**src/rtl/fetch_unit_if.sv**
```systemverilog
// Instruction-memory handshake between the fetch unit (master) and imem (slave).
interface fetch_unit_if #(
  parameter int unsigned PC_WIDTH = 12
);
  logic [PC_WIDTH-1:0] imem_addr;
  logic                imem_req;
  logic [31:0]         imem_rdata;
  logic                imem_valid;

  modport master (
    output imem_addr,
    output imem_req,
    input  imem_rdata,
    input  imem_valid
  );

  modport slave (
    input  imem_addr,
    input  imem_req,
    output imem_rdata,
    output imem_valid
  );
endinterface

```
**src/rtl/fetch_unit.sv**
```systemverilog
// Instruction fetch stage: PC, imem handshake, IR with one-entry skid buffer,
// decoded instruction fields and PC redirect.
// Optional performance counters are enabled by defining FETCH_PERF_CNT_EN.
module fetch_unit #(
  parameter int unsigned         PC_WIDTH = 12,
  parameter logic [PC_WIDTH-1:0] RESET_PC = '0
) (
  input  logic                clock,
  input  logic                reset,
  fetch_unit_if.master        imem,
  input  logic                stall,
  input  logic                redirect,
  input  logic [PC_WIDTH-1:0] redirect_pc,
  output logic                ir_valid,
  output logic [31:0]         ir,
  output logic [PC_WIDTH-1:0] ir_pc,
  output logic [PC_WIDTH-1:0] ir_pc_plus1,
  output logic [4:0]          opcode,
  output logic [4:0]          rd,
  output logic [4:0]          rs,
  output logic [4:0]          rt,
  output logic [4:0]          shamt,
  output logic [4:0]          aluop,
  output logic [16:0]         imm,
  output logic [26:0]         target
`ifdef FETCH_PERF_CNT_EN
  ,
  output logic [31:0]         perf_fetched,
  output logic [31:0]         perf_stall_cycles
`endif
);

  typedef enum logic [1:0] {
    S_BOOT  = 2'd0,
    S_FETCH = 2'd1,
    S_FULL  = 2'd2
  } state_e;

  state_e              state_q, state_d;
  logic [PC_WIDTH-1:0] pc_q, pc_d;
  logic [31:0]         ir_q, ir_d;
  logic [PC_WIDTH-1:0] ir_pc_q, ir_pc_d;
  logic                ir_valid_q, ir_valid_d;
  logic [31:0]         skid_q, skid_d;
  logic [PC_WIDTH-1:0] skid_pc_q, skid_pc_d;
  logic                xfer;
  logic                consume;

  // Request is issued only while fetching; FULL holds off until the skid drains.
  assign imem.imem_req  = (state_q == S_FETCH);
  assign imem.imem_addr = pc_q;

  assign xfer    = (state_q == S_FETCH) && imem.imem_valid;
  assign consume = ir_valid_q && !stall;

  // Next-state: redirect wins; otherwise fetch, skid or drain depending on state.
  always_comb begin
    state_d    = state_q;
    pc_d       = pc_q;
    ir_d       = ir_q;
    ir_pc_d    = ir_pc_q;
    ir_valid_d = ir_valid_q;
    skid_d     = skid_q;
    skid_pc_d  = skid_pc_q;

    if (redirect) begin
      pc_d       = redirect_pc;
      ir_valid_d = 1'b0;
      ir_d       = '0;
      state_d    = S_FETCH;
    end else begin
      unique case (state_q)
        S_BOOT: begin
          state_d = S_FETCH;
          if (consume) begin
            ir_valid_d = 1'b0;
            ir_d       = '0;
          end
        end
        S_FETCH: begin
          if (xfer) begin
            pc_d = pc_q + PC_WIDTH'(1);
            if (!ir_valid_q || !stall) begin
              ir_d       = imem.imem_rdata;
              ir_pc_d    = pc_q;
              ir_valid_d = 1'b1;
            end else begin
              skid_d    = imem.imem_rdata;
              skid_pc_d = pc_q;
              state_d   = S_FULL;
            end
          end else if (consume) begin
            ir_valid_d = 1'b0;
            ir_d       = '0;
          end
        end
        S_FULL: begin
          if (!stall) begin
            ir_d    = skid_q;
            ir_pc_d = skid_pc_q;
            state_d = S_FETCH;
          end
        end
        default: begin
          state_d = S_BOOT;
        end
      endcase
    end
  end

  // State and datapath registers.
  always_ff @(posedge clock or negedge reset) begin
    if (!reset) begin
      state_q    <= S_BOOT;
      pc_q       <= RESET_PC;
      ir_q       <= '0;
      ir_pc_q    <= '0;
      ir_valid_q <= 1'b0;
      skid_q     <= '0;
      skid_pc_q  <= '0;
    end else begin
      state_q    <= state_d;
      pc_q       <= pc_d;
      ir_q       <= ir_d;
      ir_pc_q    <= ir_pc_d;
      ir_valid_q <= ir_valid_d;
      skid_q     <= skid_d;
      skid_pc_q  <= skid_pc_d;
    end
  end

  // IR is held at zero while invalid, so fields decode to a nop bubble.
  assign ir_valid    = ir_valid_q;
  assign ir          = ir_q;
  assign ir_pc       = ir_pc_q;
  assign ir_pc_plus1 = ir_pc_q + PC_WIDTH'(1);
  assign opcode      = ir_q[31:27];
  assign rd          = ir_q[26:22];
  assign rs          = ir_q[21:17];
  assign rt          = ir_q[16:12];
  assign shamt       = ir_q[11:7];
  assign aluop       = ir_q[6:2];
  assign imm         = ir_q[16:0];
  assign target      = ir_q[26:0];

`ifdef FETCH_PERF_CNT_EN
  logic [31:0] perf_fetched_q, perf_fetched_d;
  logic [31:0] perf_stall_q, perf_stall_d;

  // Saturating counters: accepted fetches and cycles the IR is held by stall.
  always_comb begin
    perf_fetched_d = perf_fetched_q;
    perf_stall_d   = perf_stall_q;
    if (xfer && !redirect && (perf_fetched_q != 32'hFFFF_FFFF)) begin
      perf_fetched_d = perf_fetched_q + 32'd1;
    end
    if (ir_valid_q && stall && (perf_stall_q != 32'hFFFF_FFFF)) begin
      perf_stall_d = perf_stall_q + 32'd1;
    end
  end

  // Counter registers.
  always_ff @(posedge clock or negedge reset) begin
    if (!reset) begin
      perf_fetched_q <= '0;
      perf_stall_q   <= '0;
    end else begin
      perf_fetched_q <= perf_fetched_d;
      perf_stall_q   <= perf_stall_d;
    end
  end

  assign perf_fetched      = perf_fetched_q;
  assign perf_stall_cycles = perf_stall_q;
`endif

endmodule

```
**src/flat_wrapper.sv**
```systemverilog
// flat-port wrapper written by rule: the top's interface ports become plain ports
module fetch_unit_flat 
#(
  parameter int unsigned         PC_WIDTH = 12,
  parameter logic [PC_WIDTH-1:0] RESET_PC = '0
)
  (clock, reset, stall, redirect, redirect_pc, ir_valid, ir, ir_pc, ir_pc_plus1, opcode, rd, rs, rt, shamt, aluop, imm, target, imem_imem_addr, imem_imem_req, imem_imem_rdata, imem_imem_valid);
  fetch_unit_if #(.PC_WIDTH(PC_WIDTH)) imem_i ();
  input  logic clock;
  input  logic reset;
  input  logic stall;
  input  logic redirect;
  input  logic [PC_WIDTH-1:0] redirect_pc;
  output logic ir_valid;
  output logic [31:0] ir;
  output logic [PC_WIDTH-1:0] ir_pc;
  output logic [PC_WIDTH-1:0] ir_pc_plus1;
  output logic [4:0] opcode;
  output logic [4:0] rd;
  output logic [4:0] rs;
  output logic [4:0] rt;
  output logic [4:0] shamt;
  output logic [4:0] aluop;
  output logic [16:0] imm;
  output logic [26:0] target;
  output wire logic [$bits(imem_i.imem_addr)-1:0] imem_imem_addr;
  output wire logic [$bits(imem_i.imem_req)-1:0] imem_imem_req;
  input wire logic [$bits(imem_i.imem_rdata)-1:0] imem_imem_rdata;
  input wire logic [$bits(imem_i.imem_valid)-1:0] imem_imem_valid;
  assign imem_imem_addr = imem_i.imem_addr;
  assign imem_imem_req = imem_i.imem_req;
  assign imem_i.imem_rdata = imem_imem_rdata;
  assign imem_i.imem_valid = imem_imem_valid;
  fetch_unit #(.PC_WIDTH(PC_WIDTH), .RESET_PC(RESET_PC)) u_core (.clock(clock), .reset(reset), .imem(imem_i), .stall(stall), .redirect(redirect), .redirect_pc(redirect_pc), .ir_valid(ir_valid), .ir(ir), .ir_pc(ir_pc), .ir_pc_plus1(ir_pc_plus1), .opcode(opcode), .rd(rd), .rs(rs), .rt(rt), .shamt(shamt), .aluop(aluop), .imm(imm), .target(target));
endmodule
```
**config.mk**
```make
export PLATFORM = sky130hd
export DESIGN_NAME = fetch_unit_flat
export DESIGN_NICKNAME = d
export VERILOG_FILES = /design/src/rtl/fetch_unit_if.sv /design/src/rtl/fetch_unit.sv /design/src/flat_wrapper.sv
export SDC_FILE = /design/constraint.sdc
export NUM_CORES = 1
export LEC_CHECK = 0
export ABC_AREA = 1
export CAP_MARGIN = 10
export CORE_MARGIN = 1
export CORE_UTILIZATION = 48
export CTS_BUF_LIST = sky130_fd_sc_hd__clkbuf_8
export DETAILED_ROUTE_END_ITERATION = 10
export PLACE_DENSITY = 0.81
export SETUP_SLACK_MARGIN = 0.15
export SLEW_MARGIN = 15
export SYNTH_ARGS = -nofsm -noshare
export SYNTH_HDL_FRONTEND = slang
export SYNTH_SLANG_ARGS = --single-unit
```
**constraint.sdc**
```tcl
create_clock -name clock -period 2.2 [get_ports clock]
set_input_delay 0.22 -clock clock [delete_from_list [all_inputs] [get_ports clock]]
set_output_delay 0.22 -clock clock [all_outputs]
set_load 0.03 [all_outputs]
```
==> run_results.csv <==
group,metric,value,unit
sta,holdWs,0.407,ns
grt,grtUsageTotal,22.6,%
sta,grt_setup_unrepaired,"false",
setup_path,cp_data_arrival_time,1.76,ns
yosys,synth_enable_flop_cells,0,
clocking,clk_pin_slew,0.11,ns
setup_path,endpoint_kind,"output pin",
clocking,clockBufferDepth,2,
sta,period_minus_slack,1.98,ns
yosys,synth_top_area_share,42.3,%
yosys,synth_area_leaders,"dfrtp_1 (42%), nand2_1 (15%), o21ai_0 (12%)",
floorplan,core_area,12200,sq um
pwr,power.total,9.99,mW
setup_path,r2r_start,"u_core.state_q[0]",
placed_design,port_buffers,192,
floorplan,io_pins,193,
setup_path,reg2reg_depth,7,
pwr,ir_worst_vdd,0.000813,V
clocking,cts-root-buf,"clkbuf_8",
setup_path,critical_path_class,"reg2out",
setup_path,critPathMaxFanout,4,
grt,grt_max_degree,51,
cells_and_area,utilization,63.9,%
sta,fin_crit_sh,89.9,%
drt,wl_per_cell,13.1,um
grt,grt_pass1_vias,4886,
grt,gr-total-overflow,0,
cells_and_area,drive_above_1_share,5.73,%
placed_design,gp_congestion,0.854,
floorplan,start_util,49.9,%
setup_path,worstPathRequired,1.98,ns
yosys,yosys_register_bits,103,
setup_path,rrSetupSlack,0.36,ns
drt,drtIter0Drc,398,
worst_hold_path,hold_path.class,"in2async",
yosys,synth_xor_area_share,1.58,%
placed_design,place_hpwl,10.5,mm
grt,antenna_found_initial,0,
floorplan,die_area,13200,sq um
sta,fin_skew,0.0120,ns
floorplan,rows,40,
drt,drc,0,
yosys,synth.distinct_cells,30,
setup_path,r2r_end,"u_core.ir[24]",
placed_design,place_ws,0.212,ns
yosys,async_flop_share,100,%
cells_and_area,area_delta_synth_final,27.9,%
drt,wl,14.5,mm
clocking,htree_levels,3,
sta,hold_viol_final,0,
yosys,synth_fa_ha_area_share,1.23,%
setup_path,crit_path_start_kind,"flip-flop",
sta,worst_pin_slew,0.625,ns
clocking,cts_tree,"built",
sta,finalSetupTns,0,ns
drt,vias,5395,
cells_and_area,nets,993,
cells_and_area,num_antenna_cells,0,
drt,ant_nets,0,
yosys,synth.avg_cell_area,7.35,sq um
floorplan,die_width,115,um
pwr,power-per-cell-area,1280,nW/um^2
sta,finalMaxSlewViolations,0,
yosys,mappedNetlistNets,885,
grt,grt_pass1_wl,23.7,mm
yosys,ys_warn_count,0,
sta,fmax,506,MHz
clocking,postCtsSetupRepairBufs,0,
yosys,synth_top_cell_by_area,"dfrtp_1",
floorplan,die-height,115,um
yosys,synth_top_family_by_area,"simple AND/OR/NAND/NOR gates",
yosys,syn_area,6100,sq um
sta,relSlewSlack,58.3,%
pwr,power_leakage,3.51,nW
job,cap_violations,0,
yosys,synth_cells,830,
status,outcome,"finished, final reports clean",
yosys,synth_compound_area_share,14.3,%
clocking,cts-buffers-inserted,9,
drt,viasPerCell,4.86,
yosys,synth-simple-area-share,22.2,%
sta,finalSetupViolations,0,
yosys,muxShareOfSynthArea,0,%
yosys,yosysSeqAreaShare,42.3,%
clocking,clock_latency,0.37,ns
clocking,cts.sinks,103,
sta,fin_ws,0.223,ns
drt,dr.pass1.iters,5,
yosys,synth-main-ff-cell,"dfrtp_1",
-- power breakdown --
group	internal (mW)	switching, mW	total (mW)
Clock	0.428	0.702	1.13
Sequential	2.48	0.519	3.00
Combinational	2.12	3.73	5.86
Total	5.03	4.95	9.99
-- state kept, by name (all words and copies together) (netlist names) --
name and cells:
u_core.ir_pc 12, u_core.skid_q 32, u_core.ir 32, u_core.imem.imem_addr 12, u_core.state_q 2, u_core.skid_pc_q 12, u_core.ir_valid 1
-- worst max path at each step --
stage	slack [ns]	cells past startpoint	from	endpoint
3_3_place_gp	0.23	7	u_core.ir_pc[4]	ir_pc_plus1[11]
6_report	0.22	2	u_core.ir_pc[0]	ir_pc_plus1[1]
5_1_grt	0.16	2	u_core.ir_pc[0]	ir_pc_plus1[1]
4_1_cts	0.08	7	u_core.ir_pc[4]	ir_pc_plus1[11]
2_1_floorplan	0.39	8	u_core.state_q[1]	u_core.ir[11]
3_5_place_dp	0.21	6	u_core.ir_pc[0]	ir_pc_plus1[10]
-- metal layers --
metal,vias to the layer above,track usage [%],wire length [um]
met1,2445,31.3,6760
met3,15,2.33,775
met4,0,6.49,172
met5,-,0,0
li1,2745,-,-
met2,190,37.6,6840
-- synthesized netlist by cell type, types with 2 or more instances --
cell / instances
buf_4: 81
clkbuf_1: 17
inv_2: 3
o21ai_0: 149
nor2_4: 2
o21ai_1: 4
xor2_1: 10
nand2_1: 246
buf_2: 13
o211ai_1: 2
buf_6: 2
nand3_1: 38
o21bai_1: 3
ha_1: 6
nor2_1: 36
nand4_1: 4
nand2_4: 2
dfrtp_1: 103
a21oi_1: 6
inv_1: 93
-- cell usage in the layout, fill, tap and decap left out, drive strengths merged --
master	instances
nand2	248
clkdlybuf4s50	180
o21ai	154
dfrtp	103
inv	99
nand3	39
nor2	39
buf	20
clkbuf	11
xor2	10
a21oi	6
ha	6
nand4	4
dlygate4sd2	4
o21bai	3
o211ai	2
clkinvlp	2
nor3	2
clkdlybuf4s15	2
a31o	1
xnor2	1
o221ai	1
a22oi	1
o31ai	1
clkinv	1
dlygate4sd3	1
dlymetal6s2s	1
-- what timing repair did --
action	in CTS	in global routing
resized for setup	16	16
endpoints found under the hold margin	47	0
endpoints found under the setup margin	10	13
hold buffers	1	0
-- cell families (layout without fill, tap and decap cells) --
kind of cell | Yosys count | in the layout
fa+ha+maj | 6 | 6
compound gates | 169 | 169
flops | 103 | 103
simple gates | 332 | 332
xor+xnor | 11 | 11
buf+inv | 209 | 321
-- critical path, stage by stage, from the launching register on --
cell,delay (ns)
dfrtp_1,0.43
ha_1,0.31
clkdlybuf4s50_1,0.66
-- final cells by class --
cell class | count | area (sq um)
fill | 1122 | 4410
timing repair buffer | 210 | 2050
inverter | 96 | 360
clock buffer | 9 | 124
tap | 168 | 210
clock inverter | 6 | 55.1
multi-input combinational | 518 | 2420
sequential | 103 | 2580
-- through the flow --
stage / std cells / cell area (sq um)
after floorplan: 830 / 6100
after global placement: 1094 / 7610
after detailed placement: 1094 / 7610
after CTS: 1110 / 7800
after global routing: 1110 / 7800
final: 1110 / 7800
Power figures use the tool's default switching activity.
